$ cat config.mk
export PLATFORM = sky130hd
export DESIGN_NAME = bcd_countdown_timer
export DESIGN_NICKNAME = d
export VERILOG_FILES = /design/src/rtl/bcd_countdown_timer.sv
export SDC_FILE = /design/constraint.sdc
export NUM_CORES = 1
export LEC_CHECK = 0
export CORE_ASPECT_RATIO = 1.75
export CORE_MARGIN = 2
export CORE_UTILIZATION = 40
export CTS_CLUSTER_SIZE = 16
export DETAILED_ROUTE_END_ITERATION = 8
export PLACE_DENSITY = 0.79
export SETUP_SLACK_MARGIN = 0.4
export SYNTH_ARGS = -nofsm -noshare
export SYNTH_HDL_FRONTEND = slang
export SYNTH_SLANG_ARGS = --single-unit
$ cat constraint.sdc
create_clock -name clk -period 3.2 [get_ports clk]
set_input_delay 0.48 -clock clk [delete_from_list [all_inputs] [get_ports clk]]
set_output_delay 0.48 -clock clk [all_outputs]
set_load 0.05 [all_outputs]
$ cat src/rtl/bcd_countdown_timer.sv
// BCD SS.t countdown timer for the game round: load/start/pause control,
// digits for the 7-seg driver, low-time warning and a one-cycle expiry pulse.
module bcd_countdown_timer #(
    parameter int unsigned DEFAULT_TENS = 3,
    parameter int unsigned DEFAULT_ONES = 0,
    parameter int unsigned WARN_SEC     = 5
) (
    input  logic        clk,
    input  logic        reset,
    input  logic        tick_100ms_in,
    input  logic        load,
    input  logic [11:0] load_value,
    input  logic        start,
    input  logic        pause,
    output logic [3:0]  digit_tens,
    output logic [3:0]  digit_ones,
    output logic [3:0]  digit_tenths,
    output logic        running,
    output logic        warn,
    output logic        expired,
    output logic        load_err
);

    localparam int unsigned DW = 4;
    localparam logic [DW-1:0] BCD_MAX = DW'(9);

    typedef enum logic [1:0] {
        ST_IDLE   = 2'd0,
        ST_RUN    = 2'd1,
        ST_PAUSED = 2'd2,
        ST_DONE   = 2'd3
    } state_t;

    state_t        state_q, state_d;
    logic [DW-1:0] tens_q, tens_d;
    logic [DW-1:0] ones_q, ones_d;
    logic [DW-1:0] tenths_q, tenths_d;
    logic          running_q, running_d;
    logic          warn_q, warn_d;
    logic          expired_q, expired_d;
    logic          load_err_q, load_err_d;

    logic          load_ok;
    logic          count_zero;
    logic [DW-1:0] dec_tens, dec_ones, dec_tenths;
    logic          dec_zero;

    assign load_ok = (load_value[11:8] <= BCD_MAX) &&
                     (load_value[7:4]  <= BCD_MAX) &&
                     (load_value[3:0]  <= BCD_MAX);

    assign count_zero = (tens_q == '0) && (ones_q == '0) && (tenths_q == '0);

    // BCD decrement with borrow chain; only used when the count is non-zero.
    always_comb begin
        dec_tens   = tens_q;
        dec_ones   = ones_q;
        dec_tenths = tenths_q;
        if (tenths_q != '0) begin
            dec_tenths = tenths_q - DW'(1);
        end else begin
            dec_tenths = BCD_MAX;
            if (ones_q != '0) begin
                dec_ones = ones_q - DW'(1);
            end else begin
                dec_ones = BCD_MAX;
                dec_tens = tens_q - DW'(1);
            end
        end
    end

    assign dec_zero = (dec_tens == '0) && (dec_ones == '0) && (dec_tenths == '0);

    // Next-state and next-output logic.
    always_comb begin
        state_d    = state_q;
        tens_d     = tens_q;
        ones_d     = ones_q;
        tenths_d   = tenths_q;
        expired_d  = 1'b0;
        load_err_d = 1'b0;

        case (state_q)
            ST_RUN: begin
                if (tick_100ms_in) begin
                    tens_d   = dec_tens;
                    ones_d   = dec_ones;
                    tenths_d = dec_tenths;
                    if (dec_zero) begin
                        state_d   = ST_DONE;
                        expired_d = 1'b1;
                    end else if (pause) begin
                        state_d = ST_PAUSED;
                    end
                end else if (pause) begin
                    state_d = ST_PAUSED;
                end
            end
            default: begin
                // IDLE, PAUSED and DONE share load handling; a load request owns the cycle.
                if (load) begin
                    if (load_ok) begin
                        tens_d   = load_value[11:8];
                        ones_d   = load_value[7:4];
                        tenths_d = load_value[3:0];
                        state_d  = ST_IDLE;
                    end else begin
                        load_err_d = 1'b1;
                    end
                end else if (start && (state_q != ST_DONE) && !count_zero) begin
                    state_d = ST_RUN;
                end
            end
        endcase

        running_d = (state_d == ST_RUN);
        warn_d    = (state_d == ST_RUN) && (tens_d == '0) && (ones_d < DW'(WARN_SEC));
    end

    always_ff @(posedge clk or negedge reset) begin
        if (!reset) begin
            state_q    <= ST_IDLE;
            tens_q     <= DW'(DEFAULT_TENS);
            ones_q     <= DW'(DEFAULT_ONES);
            tenths_q   <= '0;
            running_q  <= 1'b0;
            warn_q     <= 1'b0;
            expired_q  <= 1'b0;
            load_err_q <= 1'b0;
        end else begin
            state_q    <= state_d;
            tens_q     <= tens_d;
            ones_q     <= ones_d;
            tenths_q   <= tenths_d;
            running_q  <= running_d;
            warn_q     <= warn_d;
            expired_q  <= expired_d;
            load_err_q <= load_err_d;
        end
    end

    assign digit_tens   = tens_q;
    assign digit_ones   = ones_q;
    assign digit_tenths = tenths_q;
    assign running      = running_q;
    assign warn         = warn_q;
    assign expired      = expired_q;
    assign load_err     = load_err_q;

endmodule
==> summary.md <==
| Metric | Value |
|---|---|
| Status | finished, final reports clean |
| DP HPWL | 2850 um |
| Worst Min Path Start | state_q[0]$_DFF_PN0_ |
| CP startpoint kind | input pin |
| Ys flop type | dfrtp_1 |
| Routed wire per std cell | 16.9 um |
| ANT nets after route | 0 |
| Setup_tns | 0 ns |
| Layout cells sized above 1 | 10.7% |
| Switching share of power | 53.2% |
| Commonest non-fill, non-tap cell in the layout | clkdlybuf4s50_1 |
| Routability Congestion | 0.949 |
| Synth Area per Inst | 8.54 um2 |
| Root Driver | clkbuf_8 |
| Diode count | 0 |
| Leakage | 0.676 nW |
| Sequential power share | 30.5% |
| Die Area | 0.00362 mm2 |
| Die Wd | 46.3 um |
| Clock share of power | 11.6% |
| Initial antenna violation count | 0 |
| Post_cts resized | 0 |
| Post-Syn Instances | 147 |
| Number of synthesized flops with an enable pin | 0 |
| Clock Latency Late Sink | 0.26 ns |
| Worst setup margin | roughly 0.75 ns |
| Met1 wire length | 1400 um |
| Hold Crit Class | flop to flop |
| Shortest clock period the worst path allows after layout | between 2 and 2.5 ns |
| Final period util | 76.5% |
| Ys Warns | 0 |
| Setup repair bufs after CTS | 0 |
| Worst path cell trace | clkdlybuf4s50_1, o21ai_0, and3_1, a21oi_1, a211o_1, nor4_2, o211a_1 |
| Initial DRT Pass Iterations | 4 |
| Cell Pwr Density | 997 mW/mm2 |
| Asr flop ratio synth | between 90% and 100% |
| Global-route usage over all layers | 22.8% |
| Met2 wire length | 1920 um |
| DRT iter0 DRCs | 57 |
| Max Cap Viol | 0 |
| Worst-Margin Slew | about 0.84 ns |
| Routed met3 length | 190 um |
| Worst EP arrival | 2.65 ns |
| Top sig layer | met4 |
| Area of the multi-input gates | roughly 740 um2 |
| Most frequent cells in the layout | clkdlybuf4s50_1 (33), dfrtp_1 (16), nor2_1 (14) |
| Critical Path RT | 3.40 ns |
| H-tree depth | 1 |
| Hold buffers post-CTS | 0 |
| Drt total wl | around 3700 um |
| # DRC | 0 |
| Final hold slack | 0.583 ns |
| Fill cells | 269 |
| CTS sink cnt | 18 |
| Setup-failing EPs final | 0 |
| RSZ-0062 raised after global routing | false |
| Synthesized Nets | 167 |
| Seq/Total Area, Yosys | 36.1% |
| Pin count of the biggest net entering global routing | 19 |
| DIE HEIGHT | slightly below 80 um |
| Cell Area, Synth | 0.00125 mm2 |
| Critical Path Start | load_value[1] |
| CP max FO | 8 |
| Nets | 199 |
| GRT overflow | 0 |
| Num CTS Buffers | 3 |
| Critical R2R Launch | digit_tenths[0]$_DFFE_PN0P_ |
| Critical Path Sink Type | flop |
| Fmax achieved | slightly above 0.4 GHz |
| Slowest-stage cell, CP | clkdlybuf4s50_1 |
| Final Max Tran Viols | 0 |
| Count of cell types in the netlist | 50 |
| Setup Crit Path Kind | input pin to flop |
| TritonCTS clock tree | done |
| Max_slew headroom | 43.6% |
| Io pins | 34 |
| Hold Fails Final Rpt | 0 |
| First-pass GRT wire length | between 6000 and 7000 um |
| VDD IR max | about 510 uV |
| Core Region | 0.00296 mm2 |
| IO Port Bufs | 33 |
| Max stage delay on crit path | 0.42 ns |
| Vias in the first global route | between 1000 and 1500 |
| Vias/cell | 5.91 |
| Via count | 1301 |
| Flops & latches, synth | 18 |
| Starting Density | a little over two fifths |
| Area growth from synthesis to layout | 31.9% |
| Clock Skew | 0.00170 ns |
| Clock transition at path regs | 0.07 ns |
| Combinational power share | between 50% and 60% |
| Post-place setup slack | 0.479 ns |
| Tot Pwr | 1.65 mW |
| CTS max path bufs | 2 |
| Row count | 26 |
| Reg area | 453 um2 |
| Cell Int Power | 0.773 mW |
| Switching pwr | approximately 0.88 mW |
==> power by group through the flow <==
| stage | logic, mW | registers, mW | clock network, mW |
|---|---|---|---|
| floorplan | 0.444 | 0.714 | 0 |
| global placement | 0.932 | 0.495 | 0 |
| detailed placement | 0.944 | 0.502 | 0 |
| CTS | 0.947 | 0.500 | 0.192 |
| global route | 1.01 | 0.527 | 0.200 |
| finish | 0.955 | 0.503 | 0.192 |
==> kinds of logic after synthesis <==
family,Yosys count,synth area share (%)
buffers and inverters,13,5.38
AND/OR/NAND/NOR,70,31.9
adder cells (fa/ha/maj),2,1.99
XOR/XNOR,1,0.698
multiplexers,1,0.897
flip-flops,18,36.1
AO/OA/AOI/OAI,42,23.0
==> cell usage after synthesis, types with 2 or more instances <==
master	number	share of area, %
ha_1	2	2.0
or3_1	2	1.0
nor3_1	5	2.0
buf_6	2	1.8
o21ai_1	3	1.2
nor2_1	14	4.2
a21oi_1	8	3.2
dfrtp_1	16	32
inv_1	7	2.1
nand2_1	13	3.9
and3_1	2	1.0
o211ai_1	2	1.2
o221ai_1	2	1.4
nand4_1	3	1.5
nor4_2	2	2.0
nand2_2	2	1.0
nand2b_1	4	2.0
nor4_1	4	2.0
a31oi_1	3	1.5
dfstp_2	2	4.2
a211o_1	2	1.4
nor2b_1	2	1.0
o211a_1	3	2.4
o21ai_0	7	2.8
o21a_1	2	1.2
buf_2	2	0.80
nand3_1	7	2.8
a21o_1	2	1.2
==> sequential cells by signal, summed over array words and instances (netlist names) <==
name          flops
digit_ones        4
digit_tens        4
digit_tenths      4
expired           1
load_err          1
running           1
state_q           2
warn              1
==> final cells by class <==
cell class,instances,share of cell area [%]
multi-input combinational,116,44.6
clock buffer,4,3.33
inverter,7,1.59
timing repair buffer,33,20.0
tap,42,3.17
sequential,18,27.4
==> stage by stage <==
stage          utilization, %  instance area (um2)  std cells
6_report                 55.9                 1660        220
5_1_grt                  55.9                 1660        220
2_1_floorplan               -                 1250        147
3_5_place_dp             53.9                 1600        216
4_1_cts                  55.8                 1650        220
3_3_place_gp             53.9                 1600        216
==> layer usage <==
metal / global-route usage, % / vias to the layer above
met5: 0 / -
met3: 3.68 / 19
li1: - / 608
met1: 25.7 / 604
met2: 37.9 / 70
met4: 13.1 / 0
==> worst max-delay path, delay by kind of cell <==
kind | cells | cell delay, ns
AOI/OAI and AO/OA | 4 | 1.11
and+or+nand+nor | 2 | 0.63
buffers and inverters | 1 | 0.42
==> worst paths after layout <==
kind | endpoint | slack (ns) | depth (start not counted)
max in group asynchronous | digit_tenths[2]$_DFFE_PN0P_ | 1.98 | 1
worst max-delay path | warn$_DFF_PN0_ | 0.75 | 7
worst min-delay path | state_q[1]$_DFF_PN0_ | 0.58 | 2
worst max register to register | warn$_DFF_PN0_ | 0.90 | 6
min in group asynchronous | state_q[1]$_DFF_PN0_ | 0.70 | 1
worst min register to register | state_q[1]$_DFF_PN0_ | 0.58 | 2
No activity file was read; power rests on OpenSTA's default activity.
